===== src/rtl/serial_add_ctrl.sv =====
// serial_add_ctrl: bit-serial WIDTH-bit adder controller.
// One full-adder cell and a carry flip-flop process one bit per clock, LSB first.
// A start/busy/done handshake wraps the operation.
// Optional macro SERIAL_ADD_SUB_EN adds a `sub` input that selects a - b.
module serial_add_ctrl #(
  parameter int WIDTH = 32
) (
  input  logic             clk,
  input  logic             reset_n,
  input  logic             start,
  input  logic [WIDTH-1:0] a,
  input  logic [WIDTH-1:0] b,
  input  logic             cin,
`ifdef SERIAL_ADD_SUB_EN
  input  logic             sub,
`endif
  output logic             busy,
  output logic             done,
  output logic [WIDTH-1:0] sum,
  output logic             cout,
  output logic             overflow
);

  localparam int CNT_W = (WIDTH > 2) ? $clog2(WIDTH) : 1;
  localparam logic [CNT_W-1:0] LAST_BIT = CNT_W'(WIDTH - 1);

  typedef enum logic [1:0] {
    IDLE = 2'd0,
    RUN  = 2'd1,
    DONE = 2'd2
  } state_t;

  state_t           state;
  logic [WIDTH-1:0] opa;
  logic [WIDTH-1:0] opb;
  logic [WIDTH-1:0] psum;
  logic             carry;
  logic [CNT_W-1:0] cnt;
  logic             bit_s;
  logic             bit_c;

  // Single full-adder cell: returns {carry_out, sum_bit}.
  function automatic logic [1:0] full_add(input logic x, input logic y, input logic c);
    full_add = {(x & y) | (c & (x ^ y)), x ^ y ^ c};
  endfunction

  // Adder cell fed by the operand LSBs and the stored carry.
  always_comb begin
    {bit_c, bit_s} = full_add(opa[0], opb[0], carry);
  end

  // Controller FSM with datapath shift registers and registered handshake outputs.
  always_ff @(posedge clk or negedge reset_n) begin
    if (!reset_n) begin
      state    <= IDLE;
      opa      <= '0;
      opb      <= '0;
      psum     <= '0;
      carry    <= 1'b0;
      cnt      <= '0;
      sum      <= '0;
      cout     <= 1'b0;
      overflow <= 1'b0;
      done     <= 1'b0;
      busy     <= 1'b0;
    end else begin
      done <= 1'b0;
      case (state)
        // DONE is the final cycle of an operation. Its exit edge samples start
        // exactly like IDLE, so a held request is accepted WIDTH+1 edges after
        // the previous accept. Start seen during RUN is dropped.
        IDLE, DONE: begin
          if (start) begin
            opa   <= a;
            cnt   <= '0;
            psum  <= '0;
`ifdef SERIAL_ADD_SUB_EN
            opb   <= sub ? ~b : b;
            carry <= sub ? 1'b1 : cin;
`else
            opb   <= b;
            carry <= cin;
`endif
            state <= RUN;
            busy  <= 1'b1;
          end else begin
            state <= IDLE;
            busy  <= 1'b0;
          end
        end
        RUN: begin
          opa   <= opa >> 1;
          opb   <= opb >> 1;
          psum  <= {bit_s, psum[WIDTH-1:1]};
          carry <= bit_c;
          cnt   <= cnt + 1'b1;
          if (cnt == LAST_BIT) begin
            // Last bit: publish the result. carry still holds the carry into the MSB.
            sum      <= {bit_s, psum[WIDTH-1:1]};
            cout     <= bit_c;
            overflow <= carry ^ bit_c;
            done     <= 1'b1;
            state    <= DONE;
          end
        end
        default: begin
          state <= IDLE;
          busy  <= 1'b0;
        end
      endcase
    end
  end

endmodule


===== config.mk =====
export PLATFORM = sky130hd
export DESIGN_NAME = serial_add_ctrl
export DESIGN_NICKNAME = d
export VERILOG_FILES = /design/src/rtl/serial_add_ctrl.sv
export SDC_FILE = /design/constraint.sdc
export NUM_CORES = 1
export LEC_CHECK = 0
export ABC_CLOCK_PERIOD_IN_PS = 4500
export CORE_MARGIN = 2
export CORE_UTILIZATION = 30
export CTS_BUF_LIST = sky130_fd_sc_hd__clkbuf_4 sky130_fd_sc_hd__clkbuf_8 sky130_fd_sc_hd__clkbuf_16
export DETAILED_ROUTE_END_ITERATION = 10
export PLACE_DENSITY = 0.49
export SLEW_MARGIN = 20
export SYNTH_ARGS = -nofsm -noshare
export SYNTH_HDL_FRONTEND = slang
export SYNTH_SLANG_ARGS = --single-unit

===== constraint.sdc =====
create_clock -name clk -period 4.5 [get_ports clk]
set_clock_uncertainty 0.15 [all_clocks]
set_input_delay 0.9 -clock clk [delete_from_list [all_inputs] [get_ports clk]]
set_output_delay 0.9 -clock clk [all_outputs]
set_load 0.02 [all_outputs]

# == Word-level counts from Yosys, hierarchy flattened ==
# Index checks and enable logic that the tools add are counted.
# classes
n_mux,17
n_reduce_logical,5
eq_ne,5
addsub,1
n_bitwise,6
# ops
cell,count
$pmux 32 s2,3
$mux 32,3
$pmux 5 s2,1
$add 5x1->5 const B,1
$eq 5x5->1 const B,1
$mux 1,5
$mux 5,1
$ne 2x2->1 const B,2
$pmux 1 s2,2
$pmux 2 s2,1
$reduce_and 2->1,2
$xor 1x1->1,3
$and 1x1->1,2
$eq 2x1->1 const B,1
$eq 2x2->1 const B,1
$logic_not 2->1,1
$mux 2,1
$reduce_bool 2->1,1
$reduce_or 2->1,1
$or 1x1->1,1
# word_totals
in_bits,68
register_bits,140
out_inout_bits,36
word_cells,45

# == Depth between registers and ports, before layout ==
# logic_depth
ltp_word,4
depth_mapped,8
ltp_nobuf,6

# == Worst setup path before layout ==
# Ideal clock, no wire load.
# synth_path
path_type,register -> register
startpoint,register cnt[0]
endpoint,register sum[23]
setup_ps,128
t_required_ps,4222
period_less_slack_ps,1989
path_stages_with_launch,8
slack_ps,2511
arrival_ps,1712
n_path_buf,2
cell_sequence,dfrtp_1 ha_1 and3_1 ha_1 nand3b_1 buf_2 buf_6 mux2_1
# synth_between
elab_chain_cells,2
# synth_rtl
item,line_no,rtl
start: declaration,38,logic [CNT_W-1:0] cnt;
start signal: assignment,96,cnt <= cnt + 1'b1;
$eq 5x5->1,97,if (cnt == LAST_BIT) begin
$reduce_and 2->1 (no source line),n/a,
end signal: assignment,99,"sum <= {bit_s, psum[WIDTH-1:1]};"
end: declaration,19,"output logic [WIDTH-1:0] sum,"
# Every way passes these cells.
# A chain may end at the register's enable or synchronous reset.

# == Final worst setup path ==
# layout_path
startpoint,input port start
endpoint,register psum[10]
# layout_between
elab_chain_cells,2
# layout_rtl
item,line_no,rtl
start: declaration,10,"input logic start,"
$ne 2x2->1 (no source line),n/a,
$reduce_and 2->1 (no source line),n/a,
end signal: assignment,94,"psum <= {bit_s, psum[WIDTH-1:1]};"
end: declaration,36,logic [WIDTH-1:0] psum;
# Every way passes these cells.

==> run summary <==
=====================================================================================
Hpwl dp                                                                       7800 um
Initial DRC count                                                                 231
Most frequent cells in the layout                                        sky130_fd_sc_hd__dfrtp_1, sky130_fd_sc_hd__clkdlybuf4s50_1, sky130_fd_sc_hd__nand2_1
First-pass GRT wire length                                                   20900 um
# IOs                                                                             104
Path class of the lowest-slack min-delay path                              reg -> reg
Most frequent standard cell in the layout excluding fill and tap cells   sky130_fd_sc_hd__dfrtp_1
Ys async rst share                                                               100%
Total Routing Usage GR                                                          13.5%
Unrepaired setup endpoints after global routing                                    no
Power density over cell area                                              681 nW/um^2
CTS root buffer                                                          sky130_fd_sc_hd__clkbuf_16
EDFF count, synth                                                                   0
Worst slew slack as a fraction of its limit                                     35.4%
Number of global-route vias before repair                                        3948
Fraction of synthesized cell area taken by the top area cell type               61.9%
Synth warnings                                                                      0
GPL Wtd Cong                                                                    0.738
Class of the most critical setup path                                       in -> reg
Syn Area/Cell                                                              12.2 sq um
Max-cap viol count                                                                  0
Initial antenna violation count                                                     0
TritonCTS sink count                                                              139
Fin. max-slew vios                                                                  0
Mean number of vias per cell                                                     4.97
Remaining design rule violation count                                               0
Max Freq                                                                      382 MHz
Number of failing hold endpoints at the final stage                                 0
Growth of design area from synthesis to finish                                  31.5%
Total Wirelength                                                             12900 um
Number of unique standard cell types used by synthesis                             25
Result of the run                                                        complete, no violations
Type of element launching the critical path                                input port
Fillers                                                                          1775
Clock tree from TritonCTS                                                       built
Port-buffer cells                                                                 103
Final total negative setup slack                                                 0 ps
Net count after synthesis                                                         533
GRT overflow                                                                        0
Row count                                                                          50
Crit Path Max Fanout                                                               67
Final routed wire length divided by cell count                                16.2 um
Gate count after technology mapping                                               462
Area of the die                                                           19800 sq um
Post-layout min period                                                        2620 ps
Clock latency of the later-clocked register in the worst-skew pair             420 ps
Antenna diode count                                                                 0
Post-synthesis instance area                                               5620 sq um
Transition time at the pin with the least slew margin                          970 ps
Worst R2R Setup Slack                                                         2270 ps
Pin count of the biggest net entering global routing                              121
Clock transition at the registers of the reported paths                         70 ps
Vertical extent of the die                                                     141 um
Hold buffers post-CTS                                                               0
Peak supply drop                                                             0.279 mV
Initial core utilization                                                        30.3%
Dominant register cell in the synthesized netlist                        sky130_fd_sc_hd__dfrtp_1
Postcts setup bufs                                                                  0
First-pass detailed-route iteration total                                           5
Clock tree buffer depth                                                             2
Total vias in the final route                                                    3968
DP Area                                                                    6760 sq um
Static Leak                                                                   3.39 nW
Data arrival time of the critical path                                        2780 ps
Top cells by area, synth                                                 sky130_fd_sc_hd__dfrtp_1, sky130_fd_sc_hd__a22oi_1, sky130_fd_sc_hd__mux2_1
Setup-failing EPs final                                                             0
Count of nets left with antenna violations after detail routing                     0
Width of the die                                                               141 um
Area of the core region                                                   18500 sq um
Cell taking the most area after synthesis                                sky130_fd_sc_hd__dfrtp_1
Final instance area                                                        7390 sq um
Net count of the finished layout                                                  622
Fraction of layout instances using a drive strength above 1                     8.33%
FF+latch count, synth                                                             139
Data required time at the worst endpoint                                      4660 ps
Kind of end point of the critical path                                           flop
Sequential fraction of the synthesis area                                       61.9%
Cts bufs inserted                                                                  17
H-tree levels                                                                       4
Cells resized by post-CTS repair                                                    0
Share of the clock period used by the worst path                                58.2%
=====================================================================================
==> cell usage after synthesis, drive strengths merged, types with 2 or more instances <==
library cell and instances:
dfrtp 139, nand2 67, nand3 64, a22oi 63
a22o 35, mux2 33, buf 32, clkbuf 8
o21ai 3, ha 2, inv 2, mux2i 2
nand2b 2
==> layout make-up <==
type	count	area, sq um	area share [%]
clock buffers	17	425	5.76
flip-flops and latches	139	3480	47.1
inverters	2	7.51	0.102
multi-input cells	281	1900	25.7
well taps	234	293	3.96
repair buffers	110	1110	15.0
clock inverters	15	176	2.39
==> worst max-delay path, cell delays in order <==
cell and delay (ps):
sky130_fd_sc_hd__clkdlybuf4s50_1 490, sky130_fd_sc_hd__and2b_4 720, sky130_fd_sc_hd__nor2_4 330, sky130_fd_sc_hd__a22o_1 280
==> final timing paths <==
kind | from | to | cells past startpoint
setup reg to reg | state[0] | cnt[3] | 4
hold reg to reg | cnt[3] | cnt[3] | 1
min in group asynchronous | reset_n | sum[21] | 1
hold / removal | cnt[3] | cnt[3] | 1
max in group asynchronous | reset_n | opa[18] | 2
setup / recovery | start | psum[10] | 4
==> logic make-up (layout without fill, tap and decap cells) <==
logic type	count (synthesis)	count (layout)	synth area share, %
AOI/OAI and AO/OA	102	102	14.3
xor gates and xnor gates	1	1	0.156
adders and majority gates	3	3	0.802
buffers and inverters	42	144	4.52
DFF	139	139	61.9
muxes	35	35	6.97
and+or+nand+nor	140	140	11.4
==> per-stage QoR <==
step / setup WS (ps) / hold WS (ps) / power [W] / util (%) / cells
after CTS: 1850 / 321 / 0.00507 / 39.7 / 797
final: 1880 / 322 / 0.00503 / 39.9 / 798
after floorplan: 2510 / 287 / 0.00313 / - / 462
after global routing: 1730 / 342 / 0.00537 / 39.9 / 798
after detailed placement: 1410 / 315 / 0.00362 / 36.5 / 765
after global placement: 1440 / 308 / 0.00356 / 36.5 / 765
==> flip-flops by register name (all words and copies together) (netlist names) <==
signal,count
busy,1
carry,1
cnt,5
cout,1
done,1
opa,32
opb,32
overflow,1
psum,31
state,2
sum,32
==> layer usage <==
layer	vias to the layer above	global-route usage, %	share of wire, %
li1	1859	-	-
met1	1993	18.3	48
met2	105	20.6	46
met3	11	4.48	5.1
met4	0	3.95	0.91
met5	-	0	0
==> power by group <==
| part | total (W) | internal [W] | switching (W) |
|---|---|---|---|
| Sequential | 0.00206 | 0.00175 | 0.000312 |
| Clock | 0.00142 | 0.000838 | 0.000583 |
| Combinational | 0.00155 | 0.000732 | 0.000818 |
(Power assumes the default switching activity.)
